===== config.mk =====
export PLATFORM = sky130hd
export DESIGN_NAME = hm_tx
export DESIGN_NICKNAME = d
export VERILOG_FILES = /design/src/rtl/hm_tx.sv
export SDC_FILE = /design/constraint.sdc
export NUM_CORES = 1
export LEC_CHECK = 0
export CORE_AREA = 2 2 136 138
export CTS_BUF_LIST = sky130_fd_sc_hd__clkbuf_2 sky130_fd_sc_hd__clkbuf_4 sky130_fd_sc_hd__clkbuf_8
export CTS_CLUSTER_DIAMETER = 200
export DETAILED_ROUTE_END_ITERATION = 7
export DIE_AREA = 0 0 138 140
export GPL_TIMING_DRIVEN = 0
export PLACE_DENSITY = 0.87
export SLEW_MARGIN = 25
export SYNTH_ARGS = -nofsm -noshare
export SYNTH_HDL_FRONTEND = slang
export SYNTH_SLANG_ARGS = --single-unit

===== constraint.sdc =====
create_clock -name trn_clk -period 2.57 [get_ports trn_clk]
set_clock_uncertainty 0.1 [all_clocks]
set_input_delay 0.3855 -clock trn_clk [delete_from_list [all_inputs] [get_ports trn_clk]]
set_output_delay 0.3855 -clock trn_clk [all_outputs]
set_load 0.01 [all_outputs]

===== src/rtl/hm_tx.sv =====
// hm_tx: request side of the host-memory read path.
//
// On an accepted start it builds one Memory Read request TLP (3 DW header
// when the upper address word is zero, otherwise 4 DW; no payload). It
// sends that TLP over the 64-bit TRN transmit interface, then waits for the
// completion receiver to report the last completion (rx_done). If that does
// not arrive in time, or the link drops while framing, it pulses err.
//
// Build option:
//   HM_TX_BUF_AV_EN  when defined, a request leaves IDLE only while
//                    trn_tbuf_av[1] (non-posted buffer) is set. A start that
//                    arrives while the buffer is full is held pending, and
//                    busy rises at capture. When undefined, trn_tbuf_av is
//                    ignored.
//
// Ports:
//   trn_clk, sys_rst        clock, synchronous active-high reset
//   start                   one-cycle request strobe (sampled in IDLE)
//   hm_addr, hm_len         byte address ([1:0] forced 0), DW count (0 = 1024)
//   cfg_completer_id        requester ID placed in DW1
//   rx_done                 last-completion pulse from the receiver
//   busy, done, err         status level / one-cycle pulses
//   trn_lnk_up_n, trn_tdst_rdy_n, trn_tbuf_av   TRN core status inputs
//   trn_td, trn_trem_n, trn_tsof_n, trn_teof_n, trn_tsrc_rdy_n  TRN tx beat
//   trn_tsrc_dsc_n, trn_terrfwd_n, trn_tstr_n   tied inactive
//   stat_trn_cpt_tx         count of TLPs fully sent
//   stat_state              current FSM state
//
// state | meaning
// ------+---------------------------------------------------------------
// IDLE  | no request in flight (may hold a pending start with buf-av gating)
// SOF   | header beat 0 {DW0, DW1} presented, waiting for acceptance
// EOF   | header beat 1 (address) presented, waiting for acceptance
// WAIT  | TLP sent; waiting for rx_done or the timeout counter to expire

module hm_tx #(
   parameter logic [15:0] TIMEOUT_CYCLES = 16'hFFFF
) (
   input  logic        trn_clk,
   input  logic        sys_rst,
   input  logic        start,
   input  logic [63:0] hm_addr,
   input  logic [9:0]  hm_len,
   input  logic [15:0] cfg_completer_id,
   input  logic        rx_done,
   output logic        busy,
   output logic        done,
   output logic        err,
   input  logic        trn_lnk_up_n,
   input  logic        trn_tdst_rdy_n,
   input  logic [5:0]  trn_tbuf_av,
   output logic [63:0] trn_td,
   output logic        trn_trem_n,
   output logic        trn_tsof_n,
   output logic        trn_teof_n,
   output logic        trn_tsrc_rdy_n,
   output logic        trn_tsrc_dsc_n,
   output logic        trn_terrfwd_n,
   output logic        trn_tstr_n,
   output logic [31:0] stat_trn_cpt_tx,
   output logic [1:0]  stat_state
);

   typedef enum logic [1:0] {
      S_IDLE = 2'd0,
      S_SOF  = 2'd1,
      S_EOF  = 2'd2,
      S_WAIT = 2'd3
   } state_t;

   state_t      state;
   logic [7:0]  tag;
   logic [63:2] addr_q;
   logic        four_dw_q;
   logic [15:0] tmo_cnt;

`ifdef HM_TX_BUF_AV_EN
   logic        pend;
   logic [9:0]  len_q;
   logic [15:0] id_q;
`endif

   logic [63:2] launch_addr;
   logic [9:0]  launch_len;
   logic [15:0] launch_id;
   logic        launch_four;
   logic [63:0] beat0;
   logic [63:0] beat1;
   logic        accept;
   logic        unused_bits;

   assign trn_tsrc_dsc_n = 1'b1;
   assign trn_terrfwd_n  = 1'b1;
   assign trn_tstr_n     = 1'b1;
   assign stat_state     = state;

   assign accept = !trn_tsrc_rdy_n && !trn_tdst_rdy_n;

`ifdef HM_TX_BUF_AV_EN
   assign unused_bits = ^{hm_addr[1:0], trn_tbuf_av[5:2], trn_tbuf_av[0]};
`else
   assign unused_bits = ^{hm_addr[1:0], trn_tbuf_av};
`endif

   // A pending start launches from its captured fields; otherwise the
   // header is built straight from the inputs so beat 0 appears one cycle
   // after the strobe.
   always_comb begin
      launch_addr = hm_addr[63:2];
      launch_len  = hm_len;
      launch_id   = cfg_completer_id;
`ifdef HM_TX_BUF_AV_EN
      if (pend) begin
         launch_addr = addr_q;
         launch_len  = len_q;
         launch_id   = id_q;
      end
`endif
   end

   assign launch_four = |launch_addr[63:32];

   // DW0: fmt in [30:29], type/TC/TD/EP/attr all zero, length in [9:0].
   // DW1: requester ID, tag, last BE (0 for single-DW reads), first BE.
   assign beat0 = {1'b0, 1'b0, launch_four, 5'b00000, 14'd0, launch_len,
                   launch_id, tag, (launch_len == 10'd1) ? 4'h0 : 4'hF, 4'hF};

   assign beat1 = four_dw_q ? {addr_q[63:32], addr_q[31:2], 2'b00}
                            : {addr_q[31:2], 2'b00, 32'h0000_0000};

   always_ff @(posedge trn_clk) begin
      if (sys_rst) begin
         state           <= S_IDLE;
         tag             <= 8'd0;
         addr_q          <= '0;
         four_dw_q       <= 1'b0;
         tmo_cnt         <= 16'd0;
         stat_trn_cpt_tx <= 32'd0;
         busy            <= 1'b0;
         done            <= 1'b0;
         err             <= 1'b0;
         trn_td          <= 64'd0;
         trn_trem_n      <= 1'b1;
         trn_tsof_n      <= 1'b1;
         trn_teof_n      <= 1'b1;
         trn_tsrc_rdy_n  <= 1'b1;
`ifdef HM_TX_BUF_AV_EN
         pend            <= 1'b0;
         len_q           <= 10'd0;
         id_q            <= 16'd0;
`endif
      end else begin
         done <= 1'b0;
         err  <= 1'b0;
         case (state)
            S_IDLE: begin
`ifdef HM_TX_BUF_AV_EN
               if (pend) begin
                  if (trn_lnk_up_n) begin
                     pend <= 1'b0;
                     busy <= 1'b0;
                     err  <= 1'b1;
                  end else if (trn_tbuf_av[1]) begin
                     pend           <= 1'b0;
                     four_dw_q      <= launch_four;
                     state          <= S_SOF;
                     trn_td         <= beat0;
                     trn_trem_n     <= 1'b0;
                     trn_tsof_n     <= 1'b0;
                     trn_teof_n     <= 1'b1;
                     trn_tsrc_rdy_n <= 1'b0;
                  end
               end else if (start && !trn_lnk_up_n) begin
                  addr_q    <= launch_addr;
                  len_q     <= launch_len;
                  id_q      <= launch_id;
                  four_dw_q <= launch_four;
                  busy      <= 1'b1;
                  if (trn_tbuf_av[1]) begin
                     state          <= S_SOF;
                     trn_td         <= beat0;
                     trn_trem_n     <= 1'b0;
                     trn_tsof_n     <= 1'b0;
                     trn_teof_n     <= 1'b1;
                     trn_tsrc_rdy_n <= 1'b0;
                  end else begin
                     pend <= 1'b1;
                  end
               end
`else
               if (start && !trn_lnk_up_n) begin
                  addr_q         <= launch_addr;
                  four_dw_q      <= launch_four;
                  busy           <= 1'b1;
                  state          <= S_SOF;
                  trn_td         <= beat0;
                  trn_trem_n     <= 1'b0;
                  trn_tsof_n     <= 1'b0;
                  trn_teof_n     <= 1'b1;
                  trn_tsrc_rdy_n <= 1'b0;
               end
`endif
            end
            S_SOF: begin
               if (trn_lnk_up_n) begin
                  trn_tsrc_rdy_n <= 1'b1;
                  trn_tsof_n     <= 1'b1;
                  trn_teof_n     <= 1'b1;
                  err            <= 1'b1;
                  busy           <= 1'b0;
                  state          <= S_IDLE;
               end else if (accept) begin
                  trn_td     <= beat1;
                  trn_trem_n <= ~four_dw_q;
                  trn_tsof_n <= 1'b1;
                  trn_teof_n <= 1'b0;
                  state      <= S_EOF;
               end
            end
            S_EOF: begin
               if (trn_lnk_up_n) begin
                  trn_tsrc_rdy_n <= 1'b1;
                  trn_tsof_n     <= 1'b1;
                  trn_teof_n     <= 1'b1;
                  err            <= 1'b1;
                  busy           <= 1'b0;
                  state          <= S_IDLE;
               end else if (accept) begin
                  trn_tsrc_rdy_n  <= 1'b1;
                  trn_teof_n      <= 1'b1;
                  stat_trn_cpt_tx <= stat_trn_cpt_tx + 32'd1;
                  tag             <= tag + 8'd1;
                  tmo_cnt         <= TIMEOUT_CYCLES;
                  state           <= S_WAIT;
               end
            end
            S_WAIT: begin
               // Down-counter loaded with TIMEOUT_CYCLES: err fires on the
               // (TIMEOUT_CYCLES+1)-th WAIT cycle; rx_done has priority.
               if (rx_done) begin
                  done  <= 1'b1;
                  busy  <= 1'b0;
                  state <= S_IDLE;
               end else if (tmo_cnt == 16'd0) begin
                  err   <= 1'b1;
                  busy  <= 1'b0;
                  state <= S_IDLE;
               end else begin
                  tmo_cnt <= tmo_cnt - 16'd1;
               end
            end
            default: state <= S_IDLE;
         endcase
      end
   end

endmodule


==> flow_summary.ini, run 1 <==
[sta]
fin_tns_setup_ns = 0
setup-violations-final = 0
slew_headroom = 0.5072
slew_viol_final = 0
finalHoldViolations = 0
worst_pin_slew_ns = 0.7392
min_period_ns = 2.462
fmax_mhz = 406.1
period_share = 0.9581
rsz0062_at_grt = false

[route]
route.detailed.drc = 0
wl_per_cell_um = 17.75
first_iter_violations = 790
drt-total-wl_um = 24740
ant_nets = 0
via_per_inst = 5.624
vias = 7840
first_pass_iters = 7

[clocking]
path_clk_slew_ns = 0.09
clockBufferDepth = 2
cts_sinks = 191
numCtsBuffers = 17
cts-root-buf = clkbuf_8
cts_tree = built
htree_levels = 4
postCtsHoldBufs = 0
insertion_delay_ns = 0.47

[synthesis]
synth_flop_cell = dfxtp_1
synth_top_area_frac = 0.4748
ys_ff_latch = 191
ys_async_sr_fraction = 0
synth-edff-count = 0
avgSynthCellArea_um2 = 8.651
yosysWarnings = 0
ys_seq_area_frac = 0.4748
syn_area_um2 = 8054
ys_top_cells_by_area = dfxtp_1, nand2_1, a21oi_1
syn_inst = 931
synthDistinctLibCells = 57
synth_top_area_cell = dfxtp_1

[pwr]
power.total_mw = 6.247
swShare = 0.2789
vdd_drop_max_v = 0.0003350
leakage_nw = 3.759
combPwrFrac = 0.157
pwr-share-seq = 0.509
powerDensity_nw_per_um2 = 577.0
power_frac_clock = 0.333
intPower_mw = 4.505
p_switching_mw = 1.742

[placement]
place_area_um2 = 10320
gp_congestion = 0.9111
dpl.hpwl_um = 18600
portBuffers = 196
placedCellCount = 1358

[setup_path]
cp_max_fo = 10
end_kind = register
critPathKind = register to register
arrival_ns = 2.75
r2r_cells = 9
start_kind = register
required_ns = 2.86

[global_routing]
globalRouteOverflowTotal = 0
grt_max_degree = 18
grt_antenna_before_repair = 1
track_usage = 0.2491
grt_pass1_vias = 7518
grt_pass1_wl_um = 38900

[floorplanning]
core-area_um2 = 17780
rows = 49
die_y_um = 140
start_util = 0.4530
die-area_um2 = 19320
io_pins = 210
die_x_um = 138

[job]
maxCapViolCount = 0

[cells_and_area]
final_area_um2 = 10830
final-instance-count-excl-fill = 1394
syn2layout_area_growth_pct = 34.43
drive_gt1_frac = 0.08505
nets = 1262

[run_status]
outcome = finished clean

[hold_path]
hp-class = input pin to register
whs_path_depth = 3
-- worst max-delay path: stages, from the launching register on --
cell	delay [ns]
dfxtp_2	0.36
inv_2	0.10
ha_4	0.16
nor4b_4	0.18
buf_4	0.19
nand4_4	0.12
or4_4	0.57
buf_6	0.16
or3_1	0.30
a21oi_1	0.16
-- power groups by stage --
| stage | clock network [mW] | logic (mW) | registers [mW] |
|---|---|---|---|
| CTS | 2.10 | 0.964 | 3.18 |
| finish | 2.08 | 0.983 | 3.18 |
| global route | 2.22 | 1.06 | 3.20 |
| global placement | 0 | 0.937 | 3.24 |
| detailed placement | 0 | 0.956 | 3.25 |
| floorplan | 0 | 0.464 | 3.26 |
-- registers in the layout (all words and copies together), names as in the netlist --
name and cells:
stat_trn_cpt_tx 32, done 1, err 1, tmo_cnt 16, busy 1, tag 8, trn_tsrc_rdy_n 1, addr_q 62
trn_teof_n 1, trn_tsof_n 1, stat_state 2, trn_trem_n 1, four_dw_q 1, trn_td 63
-- final timing paths --
| check | to | slack [ns] | startpoint |
|---|---|---|---|
| max | stat_trn_cpt_tx[27] | 0.11 | stat_state[0] |
| min | err | 0.20 | trn_lnk_up_n |
| min reg2reg | addr_q[50] | 0.36 | addr_q[50] |
| max reg2reg | stat_trn_cpt_tx[27] | 0.11 | stat_state[0] |
-- cells in the final DEF, fill, tap and decap left out, types with 4 or more instances in the layout --
| master | netlist | routed |
|---|---|---|
| buf_4 | 4 | 9 |
| nor4_1 | 17 | 17 |
| nand2b_1 | 5 | 5 |
| nand3_1 | 19 | 18 |
| a211o_1 | 4 | 4 |
| xor2_1 | 12 | 12 |
| xnor2_1 | 26 | 26 |
| dfxtp_1 | 191 | 189 |
| nand4_1 | 9 | 9 |
| nor4b_1 | 5 | 5 |
| o221ai_1 | 7 | 7 |
| nor2_1 | 110 | 110 |
| clkdlybuf4s50_1 | 0 | 196 |
| nand2_1 | 153 | 152 |
| or3_1 | 13 | 13 |
| mux2_2 | 22 | 22 |
| a22oi_1 | 23 | 23 |
| ha_1 | 9 | 8 |
| o21ai_0 | 11 | 11 |
| inv_1 | 13 | 12 |
| clkbuf_1 | 57 | 40 |
| clkbuf_8 | 0 | 19 |
| a21oi_1 | 95 | 95 |
| nor2b_1 | 4 | 4 |
| a211oi_1 | 12 | 12 |
| and4_1 | 4 | 4 |
| clkbuf_2 | 0 | 12 |
| nor3_1 | 12 | 12 |
| o21ai_1 | 5 | 5 |
| a222oi_1 | 27 | 27 |
| o21a_1 | 4 | 4 |
| and3_1 | 6 | 6 |
| mux2i_1 | 13 | 13 |
-- kinds of logic (layout without fill, tap and decap cells) --
family / after synthesis / in the layout / synth area share
multiplexers: 35 / 35 / 0.04692
AO/OA/AOI/OAI: 201 / 201 / 0.1639
adder cells (fa/ha/maj): 9 / 9 / 0.01398
buffers and inverters: 80 / 311 / 0.04195
XOR/XNOR: 38 / 38 / 0.04132
AND/OR/NAND/NOR: 376 / 376 / 0.2167
other: 1 / 4 / 0.0004656
flip-flops: 191 / 191 / 0.4748
-- per-layer routing --
metal	vias to the layer above	GRT usage	part of all wire	wire length, um
met5	-	0	0	0
met4	0	0.09613	0.028	684
met3	53	0.04991	0.067	1657
met2	314	0.4297	0.49	12050
met1	3732	0.3078	0.42	10350
li1	3741	-	-	-
-- stage by stage --
stage | setup slack, ns | utilization | hold WS (ns)
after floorplan | 0.006346 | - | 0.3329
after global placement | -0.6562 | 0.5806 | 0.3390
after detailed placement | -0.6568 | 0.5806 | 0.3435
after CTS | 0.007720 | 0.6063 | 0.1757
after global routing | 0.003053 | 0.6088 | 0.2088
final | 0.1077 | 0.6089 | 0.2006
-- layout make-up --
type	instances	area (um2)
Antenna cell	1	2.502
Buffer	65	304.0
Clock buffer	20	269.0
Clock inverter	12	147.6
Fill cell	1486	6953
Inverter	13	48.80
Multi-Input combinational cell	662	3943
Sequential cell	191	3826
Tap cell	229	286.5
Timing Repair Buffer	201	1999
-- cell usage after synthesis, drive strengths merged, types with 13 or more instances --
master / n
a21oi: 95
a222oi: 27
a22oi: 23
clkbuf: 57
dfxtp: 191
inv: 13
mux2: 22
mux2i: 13
nand2: 153
nand3: 20
nor2: 110
nor3: 13
nor4: 17
o21ai: 16
or3: 13
xnor2: 26
-- what timing repair did --
item,in CTS,in global routing
buffers inserted,3,2
pin swaps,0,2
endpoints found under the setup margin,92,90
gates resized for setup,10,28
(Power assumes the default switching activity.)
==> run 2, diff against run 1 <==
Settings changed: ABC_AREA from default to 1, CORE_AREA 2 2 136 138 to 2 2 143 145, DIE_AREA 0 0 138 140 to 0 0 145 147.
==> run 2 against run 1 <==
  * Global-route usage increased by 1.0 points
  * Via count grew 25%
  * Sequential power increased by 23%
  * Synthesized cell count up 46%
  * Fmax increased by 3.7%
  * Combinational power rose to 4.3 times the previous value
  * Register-to-register slack better by 0.09 ns
  * Critical path type unchanged
  * Largest power group is now combinational logic
==> flow_summary.ini, run 2 <==
[route]
ant_nets = 0
first_iter_violations = 871
first_pass_iters = 6
via_per_inst = 5.267
drt-total-wl_um = 28090
vias = 9817
wl_per_cell_um = 15.07
route.detailed.drc = 0

[cells_and_area]
nets = 1692
drive_gt1_frac = 0.06524
final_cell_mix = nor2_1, nand2_1, clkdlybuf4s50_1
final_common_cell = nor2_1
final_area_um2 = 11910
largest_reg_flops = 63
diodes = 0
reg_top3 = trn_td x63, addr_q x62, stat_trn_cpt_tx x32
final-instance-count-excl-fill = 1864
largest_register = trn_td
syn2layout_area_growth_pct = 30.04
fin_util = 0.6000

[synthesis]
synth_commonest_cells = nor2_1, nand2_1, dfxtp_1
ys_ff_latch = 191
synth_top_family_by_area = simple AND/OR/NAND/NOR gates
synthDistinctLibCells = 41
syn_inst = 1362
synthAdderAreaFrac = 0.01230
ys_async_sr_fraction = 0
ys_seq_area_frac = 0.4176
synth-edff-count = 0
yosysMostFrequentCell = nor2_1
syn_area_um2 = 9156
yosysWarnings = 0
synth_top_area_frac = 0.4176
avgSynthCellArea_um2 = 6.723
synth.area.mux_share = 0
synth_compound_gate_area_share = 0.1561
synth_flop_cell = dfxtp_1
synth_top_area_cell = dfxtp_1
yosys.area_share.simple = 0.3259
ys_top_cells_by_area = dfxtp_1, nor2_1, nand2_1
synth_xor_area_frac = 0.004783

[pwr]
vdd_drop_max_v = 0.0005013
powerDensity_nw_per_um2 = 855.5
leakage_nw = 4.688
power.total_mw = 10.19

[sta]
fmax_mhz = 421.3
setup-violations-final = 0
worst_pin_slew_ns = 0.7859
finalHoldViolations = 0
min_period_ns = 2.373
whs_ns = 0.3418
slew_headroom = 0.4760
period_share = 0.9235
fin_tns_setup_ns = 0
slew_viol_final = 0
setup_ws_ns = 0.1966
rsz0062_at_grt = false

[floorplanning]
die_y_um = 147
die-area_um2 = 21320
start_util = 0.4614
core-area_um2 = 19840
rows = 52
die_x_um = 145
io_pins = 210

[clocking]
postCtsResizedCells = 0
path_clk_slew_ns = 0.11
htree_levels = 4
post_cts_buffers = 0
cts_tree = built
cts_sinks = 191
postCtsHoldBufs = 0
cts-root-buf = clkbuf_8
clockBufferDepth = 2
insertion_delay_ns = 0.50
numCtsBuffers = 17

[global_routing]
grt_pass1_vias = 9202
globalRouteOverflowTotal = 0
grt_max_degree = 22
track_usage = 0.2593
grt_pass1_wl_um = 44790
grt_antenna_before_repair = 0

[setup_path]
arrival_ns = 2.65
reg2reg_to = addr_q[61]
cp_common_cell = inv_2
required_ns = 2.85
critPathKind = register to register
r2r_slack_ns = 0.20
cpPeakStageDelay_ns = 0.56
crit_path_end = addr_q[61]
cp-startpoint = stat_state[0]
r2r_cells = 8
path_cells = inv_1 > ha_1 > inv_2 > nor3_2 > inv_2 > clkbuf_1 > o21ai_0 > a21oi_1
end_kind = register
cp_max_fo = 10
cpMaxStageDelayCell = nor3_2
reg2reg_from = stat_state[0]
start_kind = register

[hold_path]
hp-class = input pin to register

[job]
maxCapViolCount = 0

[placement]
post-place-ws_ns = -0.01273
portBuffers = 198
place_area_um2 = 11480
dpl.hpwl_um = 21740
placedCellCount = 1832
gp_congestion = 0.9387

[run_status]
outcome = finished clean
==> run 2: worst min path at each step <==
stage | startpoint | to | slack [ns] | cells past startpoint
final | rx_done | done | 0.34 | 3
after global routing | rx_done | done | 0.36 | 3
after CTS | rx_done | done | 0.33 | 3
after detailed placement | addr_q[53] | addr_q[53] | 0.35 | 2
after global placement | addr_q[61] | addr_q[61] | 0.34 | 2
after floorplan | addr_q[61] | addr_q[61] | 0.32 | 2
==> run 2: cell type report <==
class	count	area, um2
fillers	1791	7938
clock buffers	17	234.0
clock inverters	15	188.9
flip-flops and latches	191	3824
inverters	101	379.1
well taps	270	337.8
repair buffers	198	1982
multi-input cells	995	4581
plain buffers	77	380.4
==> run 2: cell families after synthesis <==
logic type,count (synthesis)
adder cells (fa/ha/maj),9
flip-flops,191
buffers and inverters,178
other,1
AO/OA/AOI/OAI,274
AND/OR/NAND/NOR,704
XOR/XNOR,5
==> run 2: metal layers <==
metal  global-route usage  share of wire  vias to the layer above
met4               0.1163          0.034                        0
li1                     -              -                     4837
met2               0.4426           0.47                      481
met1               0.3217           0.41                     4426
met5                    0              0                        -
met3              0.04596          0.084                       73
==> run 2: worst max-delay path: cells and delay by family (launching register included) <==
kind | cells | cell delay, ns
compound gates | 2 | 0.44
fa+ha+maj | 1 | 0.19
buf+inv | 4 | 0.61
flops | 1 | 0.38
simple gates | 1 | 0.56
==> run 2: power by group <==
part,internal (mW),switching (mW)
sequential,3.52,0.374
clock,0.756,1.30
combinational,1.68,2.55
total,5.96,4.22
